`config.mk`:
```
export PLATFORM = sky130hd
export DESIGN_NAME = pipe_hazard_ctl_flat
export DESIGN_NICKNAME = d
export VERILOG_FILES = /design/src/rtl/pipe_hazard_ctl_pkg.sv /design/src/rtl/pipe_hazard_ctl_if.sv /design/src/rtl/pipe_hazard_ctl_mult_seq_cnt.sv /design/src/rtl/pipe_hazard_ctl.sv /design/src/flat_wrapper.sv
export SDC_FILE = /design/constraint.sdc
export NUM_CORES = 1
export LEC_CHECK = 0
export ABC_AREA = 1
export BUFFER_PORTS_ARGS = -buffer_cell sky130_fd_sc_hd__buf_2
export CAP_MARGIN = 10
export CORE_AREA = 8 8 45 47
export DETAILED_ROUTE_END_ITERATION = 10
export DIE_AREA = 0 0 53 55
export PLACE_DENSITY = 0.82
export SYNTH_ARGS = -nofsm -noshare
export SYNTH_HDL_FRONTEND = slang
export SYNTH_SLANG_ARGS = --single-unit
```
`constraint.sdc`:
```
create_clock -name clk -period 1.9 [get_ports clk]
set_clock_uncertainty 0.2 [all_clocks]
set_input_delay 0.19 -clock clk [delete_from_list [all_inputs] [get_ports clk]]
set_output_delay 0.19 -clock clk [all_outputs]
set_load 0.1 [all_outputs]
```
`src/rtl/pipe_hazard_ctl_pkg.sv`:
```
// Shared pipeline definitions: register index width, NOP encoding,
// hazard-control state encoding and the control-output bundle.
package pipe_hazard_ctl_pkg;

  localparam int REG_W = 5;
  localparam logic [31:0] NOP_INSN = 32'h0000_0013;

  typedef logic [0:REG_W-1] reg_idx_t;

  typedef enum logic {
    RUN       = 1'b0,
    MULT_BUSY = 1'b1
  } hz_state_e;

  typedef struct packed {
    logic pc_hold;
    logic if_id_hold;
    logic id_ex_hold;
    logic if_id_flush;
    logic id_ex_bubble;
    logic ex_mem_bubble;
    logic mult_done;
  } hz_ctl_t;

endpackage

```
`src/rtl/pipe_hazard_ctl_if.sv`:
```
// Hazard-control bundle between the pipeline datapath and pipe_hazard_ctl.
// stall_cycles only exists when HAZARD_PERF_EN is defined.
interface pipe_hazard_ctl_if;
  import pipe_hazard_ctl_pkg::*;

  reg_idx_t id_rs1;
  reg_idx_t id_rs2;
  logic     id_uses_rs1;
  logic     id_uses_rs2;
  reg_idx_t ex_destReg;
  logic     ex_MemToReg;
  logic     ex_branch_taken;
  logic     ex_mult;

  logic pc_hold;
  logic if_id_hold;
  logic id_ex_hold;
  logic if_id_flush;
  logic id_ex_bubble;
  logic ex_mem_bubble;
  logic mult_done;

`ifdef HAZARD_PERF_EN
  logic [0:31] stall_cycles;
`endif

  modport master (
    output id_rs1, id_rs2, id_uses_rs1, id_uses_rs2,
    output ex_destReg, ex_MemToReg, ex_branch_taken, ex_mult,
    input  pc_hold, if_id_hold, id_ex_hold,
    input  if_id_flush, id_ex_bubble, ex_mem_bubble, mult_done
`ifdef HAZARD_PERF_EN
    , input stall_cycles
`endif
  );

  modport slave (
    input  id_rs1, id_rs2, id_uses_rs1, id_uses_rs2,
    input  ex_destReg, ex_MemToReg, ex_branch_taken, ex_mult,
    output pc_hold, if_id_hold, id_ex_hold,
    output if_id_flush, id_ex_bubble, ex_mem_bubble, mult_done
`ifdef HAZARD_PERF_EN
    , output stall_cycles
`endif
  );

endinterface

```
`src/rtl/pipe_hazard_ctl_mult_seq_cnt.sv`:
```
// Multiply sequencing down-counter: load, decrement, zero flag.
module mult_seq_cnt #(
  parameter int W = 4
) (
  input  logic         clk,
  input  logic         reset,
  input  logic         load_i,
  input  logic [W-1:0] load_val_i,
  input  logic         dec_i,
  output logic [W-1:0] cnt_o,
  output logic         zero_o
);

  logic [W-1:0] cnt_d, cnt_q;

  always_comb begin
    cnt_d = cnt_q;
    if (load_i)
      cnt_d = load_val_i;
    else if (dec_i && cnt_q != '0)
      cnt_d = cnt_q - 1'b1;
  end

  always_ff @(posedge clk or posedge reset) begin
    if (reset) cnt_q <= '0;
    else       cnt_q <= cnt_d;
  end

  assign cnt_o  = cnt_q;
  assign zero_o = (cnt_q == '0);

endmodule

```
`src/rtl/pipe_hazard_ctl.sv`:
```
// Pipeline hazard controller: load-use stall, taken-branch flush, multi-cycle
// multiply hold. Define HAZARD_PERF_EN to add the stall_cycles counter.
module pipe_hazard_ctl
  import pipe_hazard_ctl_pkg::*;
#(
  parameter int MULT_CYCLES = 4
) (
  input logic               clk,
  input logic               reset,
  pipe_hazard_ctl_if.slave  hz
);

  localparam logic [3:0] CNT_INIT = 4'(MULT_CYCLES - 2);

  hz_state_e state_d, state_q;
  hz_ctl_t   ctl, ctl_o;
  logic      cnt_load, cnt_dec, cnt_zero;
  logic [3:0] cnt;
  logic      load_use;

  mult_seq_cnt #(.W(4)) u_cnt (
    .clk        (clk),
    .reset      (reset),
    .load_i     (cnt_load),
    .load_val_i (CNT_INIT),
    .dec_i      (cnt_dec),
    .cnt_o      (cnt),
    .zero_o     (cnt_zero)
  );

  always_comb begin
    load_use = hz.ex_MemToReg && (hz.ex_destReg != '0) &&
      ((hz.id_uses_rs1 && hz.id_rs1 == hz.ex_destReg) ||
       (hz.id_uses_rs2 && hz.id_rs2 == hz.ex_destReg));
  end

  always_comb begin
    ctl      = '0;
    state_d  = state_q;
    cnt_load = 1'b0;
    cnt_dec  = 1'b0;
    unique case (state_q)
      RUN: begin
        if (hz.ex_branch_taken) begin
          ctl.if_id_flush  = 1'b1;
          ctl.id_ex_bubble = 1'b1;
        end else if (hz.ex_mult) begin
          ctl.pc_hold       = 1'b1;
          ctl.if_id_hold    = 1'b1;
          ctl.id_ex_hold    = 1'b1;
          ctl.ex_mem_bubble = 1'b1;
          cnt_load          = 1'b1;
          state_d           = MULT_BUSY;
        end else if (load_use) begin
          ctl.pc_hold      = 1'b1;
          ctl.if_id_hold   = 1'b1;
          ctl.id_ex_bubble = 1'b1;
        end
      end
      MULT_BUSY: begin
        if (!cnt_zero) begin
          ctl.pc_hold       = 1'b1;
          ctl.if_id_hold    = 1'b1;
          ctl.id_ex_hold    = 1'b1;
          ctl.ex_mem_bubble = 1'b1;
          cnt_dec           = 1'b1;
        end else begin
          ctl.mult_done = 1'b1;
          state_d       = RUN;
        end
      end
      default: state_d = RUN;
    endcase
  end

  always_ff @(posedge clk or posedge reset) begin
    if (reset) state_q <= RUN;
    else       state_q <= state_d;
  end

  // Outputs are forced quiet for as long as reset is held.
  assign ctl_o = reset ? '0 : ctl;

  assign hz.pc_hold       = ctl_o.pc_hold;
  assign hz.if_id_hold    = ctl_o.if_id_hold;
  assign hz.id_ex_hold    = ctl_o.id_ex_hold;
  assign hz.if_id_flush   = ctl_o.if_id_flush;
  assign hz.id_ex_bubble  = ctl_o.id_ex_bubble;
  assign hz.ex_mem_bubble = ctl_o.ex_mem_bubble;
  assign hz.mult_done     = ctl_o.mult_done;

`ifdef HAZARD_PERF_EN
  logic [0:31] stall_q;

  always_ff @(posedge clk or posedge reset) begin
    if (reset)
      stall_q <= '0;
    else if (ctl_o.pc_hold && stall_q != '1)
      stall_q <= stall_q + 1'b1;
  end

  assign hz.stall_cycles = stall_q;
`endif

endmodule

```
`src/flat_wrapper.sv`:
```
// flat-port wrapper written by rule: the top's interface ports become plain ports
module pipe_hazard_ctl_flat import pipe_hazard_ctl_pkg::*;
#(
  parameter int MULT_CYCLES = 4
)
  (clk, reset, hz_id_rs1, hz_id_rs2, hz_id_uses_rs1, hz_id_uses_rs2, hz_ex_destReg, hz_ex_MemToReg, hz_ex_branch_taken, hz_ex_mult, hz_pc_hold, hz_if_id_hold, hz_id_ex_hold, hz_if_id_flush, hz_id_ex_bubble, hz_ex_mem_bubble, hz_mult_done);
  pipe_hazard_ctl_if hz_i ();
  input logic clk;
  input logic reset;
  input wire logic [$bits(hz_i.id_rs1)-1:0] hz_id_rs1;
  input wire logic [$bits(hz_i.id_rs2)-1:0] hz_id_rs2;
  input wire logic [$bits(hz_i.id_uses_rs1)-1:0] hz_id_uses_rs1;
  input wire logic [$bits(hz_i.id_uses_rs2)-1:0] hz_id_uses_rs2;
  input wire logic [$bits(hz_i.ex_destReg)-1:0] hz_ex_destReg;
  input wire logic [$bits(hz_i.ex_MemToReg)-1:0] hz_ex_MemToReg;
  input wire logic [$bits(hz_i.ex_branch_taken)-1:0] hz_ex_branch_taken;
  input wire logic [$bits(hz_i.ex_mult)-1:0] hz_ex_mult;
  output wire logic [$bits(hz_i.pc_hold)-1:0] hz_pc_hold;
  output wire logic [$bits(hz_i.if_id_hold)-1:0] hz_if_id_hold;
  output wire logic [$bits(hz_i.id_ex_hold)-1:0] hz_id_ex_hold;
  output wire logic [$bits(hz_i.if_id_flush)-1:0] hz_if_id_flush;
  output wire logic [$bits(hz_i.id_ex_bubble)-1:0] hz_id_ex_bubble;
  output wire logic [$bits(hz_i.ex_mem_bubble)-1:0] hz_ex_mem_bubble;
  output wire logic [$bits(hz_i.mult_done)-1:0] hz_mult_done;
  assign hz_i.id_rs1 = hz_id_rs1;
  assign hz_i.id_rs2 = hz_id_rs2;
  assign hz_i.id_uses_rs1 = hz_id_uses_rs1;
  assign hz_i.id_uses_rs2 = hz_id_uses_rs2;
  assign hz_i.ex_destReg = hz_ex_destReg;
  assign hz_i.ex_MemToReg = hz_ex_MemToReg;
  assign hz_i.ex_branch_taken = hz_ex_branch_taken;
  assign hz_i.ex_mult = hz_ex_mult;
  assign hz_pc_hold = hz_i.pc_hold;
  assign hz_if_id_hold = hz_i.if_id_hold;
  assign hz_id_ex_hold = hz_i.id_ex_hold;
  assign hz_if_id_flush = hz_i.if_id_flush;
  assign hz_id_ex_bubble = hz_i.id_ex_bubble;
  assign hz_ex_mem_bubble = hz_i.ex_mem_bubble;
  assign hz_mult_done = hz_i.mult_done;
  pipe_hazard_ctl #(.MULT_CYCLES(MULT_CYCLES)) u_core (.clk(clk), .reset(reset), .hz(hz_i));
endmodule
```
Word-level counts from Yosys, hierarchy flattened
Index checks and enable logic that the tools add are counted.
{"block": "word_totals", "reg_bits": 5, "latchBits": 0, "ram_bits": 0, "romBits": 0, "inputBits": 22, "output_inout_bits": 7, "word_cells": 37, "n_memories": 0}
{"block": "classes", "add_sub_neg": 1, "mul": 0, "div_mod_pow": 0, "order_cmp": 0, "n_eq_ne": 2, "shift": 0, "muxes": 21, "n_bitwise": 1, "n_reduce_logical": 10}
{"cell": "$mux 1", "n": 11}
{"cell": "$eq 5x5->1", "n": 2}
{"cell": "$mux 4", "n": 2}
{"cell": "$mux 7", "n": 1}
{"cell": "$mux 2", "n": 3}
{"cell": "$mux 3", "n": 2}
{"cell": "$pmux 3 s2", "n": 1}
{"cell": "$logic_and 1x1->1", "n": 5}
{"cell": "$reduce_bool 5->1", "n": 1}
{"cell": "$logic_not 4->1", "n": 1}
{"cell": "$reduce_bool 4->1", "n": 1}
{"cell": "$sub 4x1->4 const B", "n": 1}
{"cell": "$pmux 1 s2", "n": 1}
{"cell": "$reduce_bool 2->1", "n": 1}
{"cell": "$logic_or 1x1->1", "n": 1}
{"cell": "$not 1->1", "n": 1}

Longest topological paths before layout
{"block": "depth", "ltp_word": 9, "depth_mapped": 9}

Cells and area by module
Synthesis repeated with hierarchy kept, for this count alone.
{"block": "hier_totals", "cells_unflattened": 128, "hier_area_um2": 670.6}
{"mod": "pipe_hazard_ctl", "instances": 1, "cells_each": 81, "area_per_inst_um2": 371.6, "seq_area_each_um2": 25.0}
{"mod": "mult_seq_cnt", "instances": 1, "cells_each": 47, "area_per_inst_um2": 299.0, "seq_area_each_um2": 100.1}

Least setup slack after synthesis
OpenSTA, ideal clock, no wires.
{"block": "synth_path", "kind": "register to output", "start": "register u_core.state_q", "end": "output hz_if_id_flush", "arrival_ps": 2518, "t_required_ps": 1510, "slack_ps": -1008, "stages_incl_launch_ff": 2, "path_buffers": 0, "path_cell_list": "dfrtp_1 -> nor3_1"}
{"block": "synth_between", "elab_chain_cells": 2}
{"element": "start, declared", "line": "pipe_hazard_ctl.sv:15", "source": "hz_state_e state_d, state_q;"}
{"element": "start signal, assigned", "line": "pipe_hazard_ctl.sv:78", "source": "else state_q <= state_d;"}
{"element": "$mux 2", "line": "pipe_hazard_ctl.sv:42", "source": "unique case (state_q)"}
{"element": "$mux 7", "line": "pipe_hazard_ctl.sv:82", "source": "assign ctl_o = reset ? '0 : ctl;"}
{"element": "end, declared", "line": "flat_wrapper.sv:21", "source": "output wire logic [$bits(hz_i.if_id_flush)-1:0] hz_if_id_flush;"}
No other way between the ends.

Worst setup path after layout
{"block": "layout_path", "start": "register u_core.u_cnt.cnt_q[1], in the netlist u_core.u_cnt.cnt_o[1]", "end": "output hz_id_ex_hold"}
{"block": "layout_between", "elab_chain_cells": 4}
{"element": "start, declared", "line": "pipe_hazard_ctl_mult_seq_cnt.sv:14", "source": "logic [W-1:0] cnt_d, cnt_q;"}
{"element": "start signal, assigned", "line": "pipe_hazard_ctl_mult_seq_cnt.sv:26", "source": "else cnt_q <= cnt_d;"}
{"element": "$logic_not 4->1", "line": "pipe_hazard_ctl_mult_seq_cnt.sv:30", "source": "assign zero_o = (cnt_q == '0);"}
{"element": "$mux 3", "line": "pipe_hazard_ctl.sv:61", "source": "if (!cnt_zero) begin"}
{"element": "$pmux 3 s2", "line": "pipe_hazard_ctl.sv:42"}
{"element": "$mux 7", "line": "pipe_hazard_ctl.sv:82"}
{"element": "end, declared", "line": "flat_wrapper.sv:20", "source": "output wire logic [$bits(hz_i.id_ex_hold)-1:0] hz_id_ex_hold;"}
No other way between the ends.

==> flow_summary.yaml <==
drt:
  drc_errors: 0
  first_iter_violations: 17
  wl_per_cell_um: 12.98
  vias_per_cell: 4.852
  num_vias: 752
  wl_um: 2012
  ant_nets: 0
  first_pass_iters: 4
timing:
  worst_pin_slew_ns: 0.4871
  min_period_ns: 1.922
  whs_ns: 0.3724
  setup_viol: 2
  grt_setup_unrepaired: "true"
  layout_worst_path_cycle_share: 1.012
  setup_tns_ns: -0.04382
  finalHoldViolCount: 0
  fin_ws_ns: -0.02192
  slew_headroom: 0.6775
  drv_slew: 0
  max_freq_mhz: 520.3
setup_path:
  worstPathArrival_ns: 1.53
  critPathLaunchType: "flip-flop"
  critPathCaptureType: "output port"
  cp_max_fo: 3
  required_ns: 1.51
  crit_type: "flip-flop to output port"
die:
  ios: 29
  fp.dieW_um: 53
  fp-row-count: 14
  die_h_um: 55
  die_area_um2: 2915
  start_util: 0.3879
  core-area_um2: 1384
logic_synthesis:
  syn-cell-area_um2: 536.8
  syn-num-nets: 118
  ys_seq_area_frac: 0.2331
  postSynthCellCount: 95
  yosysUniqueCellTypes: 20
  synth_seq_cells: 5
  syn_area_per_cell_um2: 5.650
  ys.warnings.count: 0
cts:
  clock-sinks: 5
  path_clk_slew_ns: 0.04
  numCtsBuffers: 3
  clockBufferDepth: 2
  clock_latency_ns: 0.25
  htreeDepth: 1
  cts_root_buffer: "clkbuf_4"
  tritoncts: "yes"
grt:
  grt.total_usage: 0.1447
  grt_pass1_wl_um: 3174
  grt_max_degree: 8
  overflow: 0
  grt_antenna_before_repair: 0
  grt_pass1_vias: 735
layout:
  num_antenna_cells: 0
  postLayoutCellArea_um2: 983.4
  instances_no_fill: 155
  area_growth_pct: 83.22
  nFillCells: 111
  drive_above_1_share: 0.4388
  nNetsFinal: 163
power_and_ir_drop:
  total_leakage_power_nw: 0.5539
  p_per_area_nw_per_um2: 1560
  vdd_drop_max_mv: 1.010
place:
  port_buffers: 28
  post-place-ws_ns: 0.1503
  dp_hpwl_um: 1385
  place_inst: 138
  place_area_um2: 838.3
  gp_congestion: 0.8640
hold_path:
  min_path_type: "input port to async pin"
status:
  status: "finished with violations"
  violations: "negative setup slack"
flow_run:
  cap_violations: 0
[per-layer routing]
layer	routed length [µm]	GRT usage	vias to the layer above	part of all wire
met3	143	0.04011	11	0.071
met4	63	0.06466	0	0.031
li1	-	-	373	-
met5	0	0	-	0
met1	770	0.1503	327	0.38
met2	1035	0.2656	41	0.51
[logic make-up after synthesis]
group / after synthesis / synth area share
AND/OR/NAND/NOR: 55 / 0.4289
buffers and inverters: 24 / 0.1818
XOR/XNOR: 2 / 0.03264
adder cells (fa/ha/maj): 1 / 0.02331
flip-flops: 5 / 0.2331
AO/OA/AOI/OAI: 8 / 0.1002
[cell usage after synthesis]
cell type / number / area [µm²]
o21ai_1: 2 / 10.01
xor2_1: 1 / 8.760
nand2_2: 2 / 12.51
nor3_1: 1 / 5.000
buf_4: 2 / 15.01
clkinv_1: 1 / 3.750
nand2_1: 34 / 127.6
dfrtp_1: 5 / 125.1
o21ai_2: 2 / 17.52
inv_1: 19 / 71.32
a21oi_2: 1 / 8.760
nand4_1: 2 / 12.51
nand3_2: 1 / 10.01
o21ai_0: 1 / 5.000
ha_1: 1 / 12.51
o22ai_1: 2 / 12.51
nand3_1: 5 / 25.02
nor2_1: 10 / 37.54
inv_2: 2 / 7.510
xnor2_1: 1 / 8.760
[repair_timing]
action,CTS,global route
gates resized for setup,2,2
pin swaps,1,5
endpoints found under the hold margin,5,0
setup buffers,7,5
setup endpoints to repair,4,4
hold buffers,1,0
[cell usage in the layout, fill, tap and decap left out]
cell	synthesis	layout
clkbuf_1	0	1
a21oi_4	0	1
dfrtp_2	0	1
inv_2	2	4
xor2_1	1	1
clkinvlp_4	0	1
buf_2	0	22
dlygate4sd3_1	0	1
nand2_1	34	33
xnor2_1	1	1
nand2_4	0	2
buf_12	0	6
o21ai_4	0	2
inv_1	19	16
nor2_4	0	1
buf_4	2	13
nor2_1	10	9
o21ai_0	1	1
o21ai_1	2	2
clkinv_1	1	1
nand3_2	1	1
ha_4	0	1
nand3_1	5	4
nand2_2	2	1
o22ai_1	2	2
nand4_1	2	2
nor3_2	0	1
nand3_4	0	1
clkbuf_4	0	3
dfrtp_1	5	4
[critical path, cell delays in order, from the launching register on]
cell,delay (ns)
dfrtp_1,0.37
inv_2,0.09
ha_4,0.17
nand3_4,0.09
nand2_4,0.09
o21ai_4,0.07
nand2_4,0.09
clkinvlp_4,0.13
buf_12,0.18
[cell type report]
cell class	instances	area [µm²]	area share
Multi-Input combinational cell	66	386.6	0.3931
Timing Repair Buffer	42	337.8	0.3435
Inverter	22	86.33	0.08779
Clock buffer	4	26.28	0.02672
Tap cell	16	20.02	0.02036
Sequential cell	5	126.4	0.1285
[final timing paths]
kind,startpoint,to,slack (ns),cells past startpoint
max reg2reg,u_core.u_cnt.cnt_o[1],u_core.u_cnt.cnt_o[3],0.29,8
min in group clk,hz_ex_mult,u_core.state_q,0.38,5
max,u_core.u_cnt.cnt_o[1],hz_id_ex_hold,-0.02,8
max in group asynchronous,reset,u_core.state_q,0.90,3
min reg2reg,u_core.u_cnt.cnt_o[3],u_core.u_cnt.cnt_o[3],0.43,2
min,reset,u_core.u_cnt.cnt_o[1],0.37,3
[flip-flops by register name, indices dropped and copies added (netlist names)]
signal and flops:
u_core.u_cnt.cnt_o 4, u_core.state_q 1
[per-stage QoR]
| stage | util | power (mW) |
|---|---|---|
| finish | 0.7107 | 1.534 |
| global route | 0.7107 | 1.602 |
| CTS | 0.6790 | 1.408 |
| detailed placement | 0.6058 | 1.124 |
| global placement | 0.6058 | 1.083 |
| floorplan | - | 0.9065 |
[power breakdown]
part	switching, mW	internal (mW)
Sequential	0.0652	0.163
Combinational	0.683	0.498
Clock	0.0454	0.0795
No activity file was read; power rests on OpenSTA's default activity.
